<file path="src/rtl/audio_clip_player.sv">
// rtl/audio_clip_player.sv - plays one PCM clip from sample memory to the codec, optional looping via AUDIO_CLIP_LOOP_EN
module audio_clip_player #(
  parameter int CLIP_LEN = 150000,
  parameter int ADDR_W   = 18,
  parameter int DATA_W   = 16,
  parameter int TICK_DIV = 1042
) (
  input  logic              clk,
  input  logic              reset_n,
  input  logic              play,
  input  logic              stop,
  input  logic [1:0]        vol_shift,
`ifdef AUDIO_CLIP_LOOP_EN
  input  logic              loop_en,
`endif
  output logic [ADDR_W-1:0] mem_address,
  output logic              mem_chipselect,
  output logic              mem_clken,
  input  logic [DATA_W-1:0] mem_readdata,
  output logic [DATA_W-1:0] sample_data,
  output logic              sample_valid,
  input  logic              sample_ready,
  output logic              busy,
  output logic              done,
  output logic              underrun
);

  localparam int CNT_W = (TICK_DIV > 1) ? $clog2(TICK_DIV) : 1;
  localparam logic [CNT_W-1:0]  TICK_LAST = CNT_W'(TICK_DIV - 1);
  localparam logic [ADDR_W-1:0] ADDR_LAST = ADDR_W'(CLIP_LEN - 1);

  typedef enum logic [2:0] {
    S_IDLE,
    S_READ,
    S_LATCH,
    S_HOLD,
    S_WAIT_TICK
  } state_t;

  state_t                    r_state;
  state_t                    w_state_next;
  logic [ADDR_W-1:0]         r_addr;
  logic [CNT_W-1:0]          r_cnt;
  logic [DATA_W-1:0]         r_sample;
  logic                      r_valid;
  logic                      r_done;
  logic                      r_underrun;
  logic                      w_tick;
  logic                      w_accept;
  logic                      w_last;
  logic                      w_loop;
  logic                      w_restart;
  logic signed [DATA_W-1:0]  w_shifted;

`ifdef AUDIO_CLIP_LOOP_EN
  assign w_loop = loop_en;
`else
  assign w_loop = 1'b0;
`endif

  // stop beats play; play restarts from any state
  assign w_restart = play & ~stop;
  assign w_tick    = (r_cnt == TICK_LAST);
  assign w_accept  = (r_state == S_HOLD) & r_valid & sample_ready;
  assign w_last    = (r_addr == ADDR_LAST);
  assign w_shifted = $signed(mem_readdata) >>> vol_shift;

  assign mem_address    = r_addr;
  assign mem_chipselect = (r_state == S_READ);
  assign mem_clken      = (r_state != S_IDLE);
  assign busy           = (r_state != S_IDLE);
  assign sample_data    = r_sample;
  assign sample_valid   = r_valid;
  assign done           = r_done;
  assign underrun       = r_underrun;

  // state register
  always_ff @(posedge clk or negedge reset_n) begin
    if (!reset_n) r_state <= S_IDLE;
    else          r_state <= w_state_next;
  end

  // next-state: abort and retrigger override the normal fetch sequence
  always_comb begin
    w_state_next = r_state;
    if (r_state == S_IDLE) begin
      if (w_restart) w_state_next = S_READ;
    end else if (stop) begin
      w_state_next = S_IDLE;
    end else if (play) begin
      w_state_next = S_READ;
    end else begin
      case (r_state)
        S_READ:      w_state_next = S_LATCH;
        S_LATCH:     w_state_next = S_HOLD;
        S_HOLD: begin
          if (w_accept) begin
            if (w_last && !w_loop) w_state_next = S_IDLE;
            else                   w_state_next = S_WAIT_TICK;
          end
        end
        S_WAIT_TICK: if (w_tick) w_state_next = S_READ;
        default:     w_state_next = S_IDLE;
      endcase
    end
  end

  // sample-period counter: free-runs while busy, zeroed on (re)start and whenever idle
  always_ff @(posedge clk or negedge reset_n) begin
    if (!reset_n)                                  r_cnt <= '0;
    else if (w_restart || w_state_next == S_IDLE)  r_cnt <= '0;
    else if (w_tick)                               r_cnt <= '0;
    else                                           r_cnt <= r_cnt + CNT_W'(1);
  end

  // datapath: address walk, sample latch/handshake, done pulse and sticky underrun
  always_ff @(posedge clk or negedge reset_n) begin
    if (!reset_n) begin
      r_addr     <= '0;
      r_sample   <= '0;
      r_valid    <= 1'b0;
      r_done     <= 1'b0;
      r_underrun <= 1'b0;
    end else begin
      r_done <= 1'b0;
      if (stop) begin
        r_valid <= 1'b0;
      end else if (play) begin
        r_addr     <= '0;
        r_valid    <= 1'b0;
        r_underrun <= 1'b0;
      end else begin
        case (r_state)
          S_LATCH: begin
            r_sample <= w_shifted;
            r_valid  <= 1'b1;
          end
          S_HOLD: begin
            if (w_accept) begin
              r_valid <= 1'b0;
              if (w_last) begin
                r_done <= 1'b1;
                if (w_loop) r_addr <= '0;
              end else begin
                r_addr <= r_addr + ADDR_W'(1);
              end
            end else if (w_tick) begin
              r_underrun <= 1'b1;
            end
          end
          default: ;
        endcase
      end
    end
  end

endmodule

</file>
<file path="config.mk">
export PLATFORM = sky130hd
export DESIGN_NAME = audio_clip_player
export DESIGN_NICKNAME = d
export VERILOG_FILES = /design/src/rtl/audio_clip_player.sv
export SDC_FILE = /design/constraint.sdc
export NUM_CORES = 1
export LEC_CHECK = 0
export BUFFER_PORTS_ARGS = -buffer_cell sky130_fd_sc_hd__buf_2
export CAP_MARGIN = 10
export CORE_MARGIN = 8
export CORE_UTILIZATION = 59
export DETAILED_ROUTE_END_ITERATION = 7
export PLACE_DENSITY = 0.86
export RECOVER_POWER = 100
export REMOVE_ABC_BUFFERS = 1
export SYNTH_ARGS = -nofsm -noshare
export SYNTH_HDL_FRONTEND = slang
export SYNTH_SLANG_ARGS = --single-unit
</file>
<file path="constraint.sdc">
create_clock -name clk -period 4.8 [get_ports clk]
set_input_delay 0.48 -clock clk [delete_from_list [all_inputs] [get_ports clk]]
set_output_delay 0.48 -clock clk [all_outputs]
set_load 0.01 [all_outputs]
</file>
After elaboration in Yosys (flattened, before gate mapping)

Index checks and enable logic that the tools add are counted.

$add $sub $neg: 2
Eq/ne operators: 9
Shift-type cells: 1
Mux-type cells: 27
Bitwise operators: 5
Reductions and logical operators: 12

Operator list:

| cell                                          | number |
|---|---|
| two-way mux 18 bit                            | 4 |
| two-way mux 11 bit                            | 2 |
| two-way mux 3 bit                             | 7 |
| adder 18 x 1 -> 18 bit, second input constant | 1 |
| == test 18 bit, second input constant         | 1 |
| >>> shifter 16 x 2 -> 16 bit                  | 1 |
| two-way mux 1 bit                             | 12 |
| case mux 3 bit (4 select lines)               | 1 |
| adder 11 x 1 -> 11 bit, second input constant | 1 |
| == test 11 bit, second input constant         | 1 |
| AND reduction 4 bit                           | 2 |
| == test 3 x 2 -> 1 bit, second input constant | 2 |
| zero test 3 bit                               | 2 |
| nonzero test 2 bit                            | 3 |
| inequality test 2 bit, second input constant  | 2 |
| inequality test 4 bit, second input constant  | 1 |
| nonzero test 4 bit                            | 1 |
| AND 1 bit                                     | 3 |
| == test 3 x 1 -> 1 bit, second input constant | 1 |
| == test 3 bit, second input constant          | 1 |
| AND reduction 3 bit                           | 1 |
| nonzero test 3 bit                            | 1 |
| NOT 1 bit                                     | 2 |
| case mux 1 bit (2 select lines)               | 1 |
| other kinds (2)                               | 2 |

Register bits: 51
Logic and storage cells: 63

Depth between registers and ports, before layout

Gate-level depths: netlist of run 1.

Word-level depth: 11
Mapped depth: 7
Gate-level depth less buffers: 6

Worst setup path before layout of run 1

OpenSTA, ideal clock, no wires.

Path kind: in2reg
From: in play
To: reg r_sample[10] (netlist: sample_data[10])
Library setup time: 0.125 ns
Arrival: 1.713 ns
Setup slack: 2.962 ns
Stages on the path: 4
Buffers on the path: 1
Cell sequence: or2_4 or4b_4 buf_6 mux2_4

Cells in the longest elaborated chain, start to end: 2

Ends and longest elaborated chain:

| item                          | RTL line | RTL |
|---|---|---|
| start, declared               | 10       | `input logic play,` |
| NOT 1 bit (no line)           | --       |  |
| AND reduction 3 bit (no line) | --       |  |
| end signal, assigned          | 135      | `r_sample <= w_shifted;` |
| end, declared                 | 44       | `logic [DATA_W-1:0] r_sample;` |

No other way between the ends.
A chain may end at the register's enable or synchronous reset.

==> flow_summary.ini, run 1 <==
[detailed_routing]
routed_wl_um = 6880
dr.pass1.iters = 4
drc_errors = 0
drt_iter0_drc = 184
wl_per_cell_um = 17.2
vias = 2405
final_antenna_net_count = 0
vias_per_cell = 6.01

[global_route]
track_usage = 0.193
busiest_layer = met2
first_global_vias = 2402
grt_overflow = 0
grtUsageMet3 = 0.0529
grt_pass1_wl_um = 11500
grt_max_degree = 52
met2_usage = 0.312
grtUsageMet1 = 0.238
antenna_found_initial = 0

[status]
violations = capacitance limit, slew limit
status = finished, violations left

[sta]
relSlewSlack = -0.797
period_minus_slack_ps = 2630
hold_ws_ps = 436
worst_pin_slew_ps = 2690
hold_violations = 0
skew_ps = 3.46
rsz0062_at_grt = no
period_share = 0.548
max_freq_ghz = 0.380
final.setup.worst_slack_ps = 2170
slew_violations = 52
setup_viol = 0
setup_tns_ps = 0

[critical_path]
required_ps = 4650
worstPathArrival_ps = 2480
start_kind = input pin
path_buf_inv = 2
cp-end-kind = asynchronous set/reset pin
r2r_slack_ps = 2230
crit_chain = buf_2, clkbuf_1
critPathMaxStageDelay_ps = 1900
crit_path_max_fanout = 51
worstReg2RegStart = mem_address[0]
crit_type = in2async
crit_path_top_delay_cell = clkbuf_1
r2r-end = r_cnt[4]
crit_family = buffers and inverters
reg2reg_depth = 5

[floorplanning]
die_area_sq_um = 7460
die_w_um = 86.4
top_level_ports = 63
die_h_um = 86.4
start_util = 0.615
core_sq_um = 4750
core.rowCount = 25

[synthesis]
netlist_area_sq_um = 2920
synth-edff-count = 0
syn_area_per_cell_sq_um = 10.5
synth_seq_area_share = 0.436
synth_cell_types = 44
yosys-top-cells-count = dfrtp_1, a21oi_1, nand2_1
synth.largest_area_cell = dfrtp_1
ys_async_sr_fraction = 1.00
synth_top_area_share = 0.436
yosys_warnings = 0
synthCells = 279
ys.flop_type = dfrtp_1
synthTopCellsByArea = dfrtp_1, mux4_2, mux2_4
ys_ff_latch = 51
post-synth-top-count-cell = dfrtp_1

[cts]
clockRootBuffer = clkbuf_8
cts_tree = yes
clk_pin_slew_ps = 90
ctsHoldBuffers = 0
htree_levels = 2
cts_inserted_buffers = 5
clk-insertion-delay-late_ps = 310
cts_resized = 0
cts_setup_buffers = 0
ctsLongestPathBuffers = 2
clkSinkCount = 51

[final_layout]
stdcell_count = 400
n_fill_cell = 409
fin_nets = 358
drive_gt1_frac = 0.120
stdcell_area_sq_um = 3210
syn_to_final_growth_pct = 9.93
n_antenna_cell = 0

[power_and_ir_drop]
p_per_area_nw_per_um2 = 269
p_comb_frac = 0.157
clkPwrFrac = 0.281
pwr-share-seq = 0.562
vdd_drop_max_uv = 199
leakage_nw = 1.33
switchingPower_uw = 242
sw_frac_of_total = 0.280
p_int_uw = 622

[min_path]
min-delay-start = mem_readdata[15]
hold_path_depth = 2
hp-class = in2reg
min_to = sample_data[15]

[placed_design]
detailedPlace.worstSlack_ps = 2690
placed_cell_area_sq_um = 3250
post-dp-hpwl_um = 5020
io_buffers = 62
gp_congestion = 0.832
placedCellCount = 392

[run]
drv_cap = 2
[per-layer routing]
metal | share of wire | up-vias
met2 | 0.53 | 64
met5 | 0 | -
met4 | 0.014 | 0
li1 | - | 1146
met3 | 0.047 | 7
met1 | 0.41 | 1188
[state kept, by name, indices dropped and copies added, names as in the netlist]
register and cells:
mem_address 18, sample_data 16, r_cnt 11, r_state 3, done 1, sample_valid 1, underrun 1
[power groups by stage]
stage	registers (mW)	clock network [mW]	logic, mW
final	0.485	0.242	0.136
after global routing	0.491	0.267	0.151
after CTS	0.485	0.249	0.167
after detailed placement	0.493	0	0.167
after global placement	0.493	0	0.160
after floorplan	0.507	0	0.0718
[area by class of cell]
cell class | count | area (sq um) | area share
Clock buffer | 6 | 72.6 | 0.0226
Clock inverter | 2 | 12.5 | 0.00389
Multi-Input combinational cell | 207 | 1490 | 0.464
Timing Repair Buffer | 63 | 263 | 0.0817
Sequential cell | 51 | 1280 | 0.397
Inverter | 4 | 15.0 | 0.00467
Tap cell | 67 | 83.8 | 0.0261
[placed cells by master, fill, tap and decap left out, types with 10 or more instances in the layout]
| master | n |
|---|---|
| a21oi_1 | 24 |
| buf_2 | 21 |
| clkbuf_1 | 43 |
| dfrtp_1 | 51 |
| mux2_1 | 10 |
| mux2i_1 | 11 |
| nand2_1 | 23 |
| nand3_1 | 12 |
| nor2_1 | 13 |
| o21ai_0 | 15 |
[per-stage QoR]
stage	utilization	total power, mW
global route	0.676	0.908
detailed placement	0.683	0.660
CTS	0.701	0.901
global placement	0.683	0.653
finish	0.676	0.863
floorplan	-	0.579
[cells by family (layout without fill, tap and decap cells)]
group / after synthesis / count (layout) / share of synthesized area
XOR/XNOR: 11 / 11 / 0.0329
adder cells (fa/ha/maj): 3 / 3 / 0.0128
buffers and inverters: 21 / 75 / 0.0325
AND/OR/NAND/NOR: 104 / 104 / 0.211
multiplexers: 32 / 32 / 0.162
flip-flops: 51 / 51 / 0.436
AO/OA/AOI/OAI: 57 / 57 / 0.113
[how the worst max path moves through the flow]
stage          depth (start not counted)           start  slack, ps         endpoint
3_5_place_dp                           5  mem_address[0]       2690         r_cnt[4]
4_1_cts                                5  mem_address[0]       2680         r_cnt[4]
5_1_grt                                2         reset_n       1510   mem_address[3]
3_3_place_gp                           4            stop       2760  sample_data[15]
2_1_floorplan                          3            play       2950  sample_data[10]
6_report                               2         reset_n       2170   sample_data[4]
Power figures use the tool's default switching activity.
==> run 2: changes to the inputs <==
- CORE_UTILIZATION: 59 -> 55
- PLACE_DENSITY: 0.86 -> 0.8
- clock period: 4.8 -> 2.67 ns (I/O delays scaled with it)
==> run 2 against run 1 <==
Net effect: setup slack lost 1500 ps; critical path type is now reg2reg; via count decreased by 2.3%; power grew 87%; core utilization shrank 3.6 points; clock skew grew 6.3 ps; sequential share of layout area shrank 0.65 points; sequential cell count unchanged; combinational power rose by 79%; the flow still finishes with violations (capacitance limit, slew limit); first-iteration DRC count up 1.1%; cell area is 1.7% higher.
==> flow_summary.ini, run 2 (synthesis results as in run 1) <==
[status]
status = finished, violations left
violations = capacitance limit, slew limit

[detailed_routing]
drt_iter0_drc = 186
final_antenna_net_count = 0
dr.pass1.iters = 4
wl_per_cell_um = 16.8
drc_errors = 0
vias_per_cell = 5.79
routed_wl_um = 6820
vias = 2350

[critical_path]
crit_chain = nor3b_4, nand4_1, or4_1, a21oi_1
crit_path_top_delay_cell = dfrtp_1
crit_family = simple AND/OR/NAND/NOR gates
cp-end-kind = flip-flop
path_buf_inv = 0
required_ps = 2910
crit_path_max_fanout = 11
crit_type = reg2reg
start_kind = flip-flop
critPathMaxStageDelay_ps = 520
worstPathArrival_ps = 2230

[floorplanning]
die_area_sq_um = 7910
top_level_ports = 63
die_w_um = 88.9
die_h_um = 88.9
core.rowCount = 26
start_util = 0.573
core_sq_um = 5110

[global_route]
antenna_found_initial = 0
busiest_layer = met2
grtUsageMet1 = 0.229
grt_max_degree = 28
first_global_vias = 2352
grt_overflow = 0
track_usage = 0.183
grt_pass1_wl_um = 11400
grtUsageMet3 = 0.0524
met2_usage = 0.291

[power_and_ir_drop]
power.total_mw = 1.62
p_per_area_nw_per_um2 = 494
vdd_drop_max_uv = 242
leakage_nw = 1.35

[cts]
ctsLongestPathBuffers = 2
clkSinkCount = 51
cts_resized = 0
ctsHoldBuffers = 1
clk-insertion-delay-late_ps = 320
cts_tree = yes
htree_levels = 2
cts_inserted_buffers = 5
clk_pin_slew_ps = 90
cts_setup_buffers = 0
clockRootBuffer = clkbuf_8

[sta]
hold_ws_ps = 209
hold_violations = 0
slew_violations = 28
period_minus_slack_ps = 1990
setup_viol = 0
final.setup.worst_slack_ps = 679
rsz0062_at_grt = no
max_freq_ghz = 0.502
relSlewSlack = -0.0269
period_share = 0.746
worst_pin_slew_ps = 1540
setup_tns_ps = 0
skew_ps = 9.78

[placed_design]
detailedPlace.worstSlack_ps = 829
placedCellCount = 397
io_buffers = 62
post-dp-hpwl_um = 4950
gp_congestion = 0.841

[min_path]
hp-class = in2reg

[final_layout]
n_antenna_cell = 0
drive_gt1_frac = 0.128
n_fill_cell = 463
multi_input_area_sq_um = 1510
seqCellArea_sq_um = 1280
layout_common_cells = dfrtp_1, clkbuf_1, a21oi_1
syn_to_final_growth_pct = 11.8
fin_nets = 361
stdcell_count = 406
layout_commonest_cell = dfrtp_1
largest_reg_flops = 18

[run]
drv_cap = 1
[run 2: cell count changes in the layout (fill, tap and decap cells not counted), sizes merged]
| cell | before | now |
|---|---|---|
| dlygate4sd3 | 0 | 1 |
| clkbuf | 48 | 51 |
| clkinv | 1 | 0 |
| buf | 21 | 22 |
| clkinvlp | 1 | 0 |
[run 2: layer usage]
| metal | routed length, um | up-vias |
|---|---|---|
| li1 | - | 1152 |
| met1 | 3050 | 1140 |
| met2 | 3300 | 48 |
| met3 | 322 | 10 |
| met4 | 142 | 0 |
| met5 | 0 | - |
[run 2: area by class of cell]
class / count / share of cell area
multi-input combinational: 207 / 0.461
sequential: 51 / 0.391
timing repair buffer: 66 / 0.0869
clock buffer: 8 / 0.0306
tap: 70 / 0.0268
inverter: 4 / 0.00459
[run 2: worst paths after layout]
path / to / depth (start not counted) / slack [ps] / from
max in group asynchronous: mem_address[9] / 3 / 810 / reset_n
max reg2reg: mem_address[16] / 4 / 680 / r_state[0]
min reg2reg: sample_data[11] / 2 / 490 / sample_data[11]
min in group asynchronous: underrun / 3 / 830 / reset_n
min: r_state[0] / 2 / 210 / stop
max: mem_address[16] / 4 / 680 / r_state[0]
[run 2: power breakdown]
| part | internal (mW) | switching, mW | leakage [nW] |
|---|---|---|---|
| combinational | 0.103 | 0.141 | 0.605 |
| clock | 0.237 | 0.261 | 0.0515 |
| sequential | 0.833 | 0.0402 | 0.693 |
| total | 1.17 | 0.442 | 1.35 |
[run 2: through the flow]
| stage | cell area (sq um) | utilization |
|---|---|---|
| after floorplan | 2840 | - |
| after global placement | 3260 | 0.639 |
| after detailed placement | 3260 | 0.639 |
| after CTS | 3370 | 0.661 |
| after global routing | 3270 | 0.640 |
| final | 3270 | 0.640 |
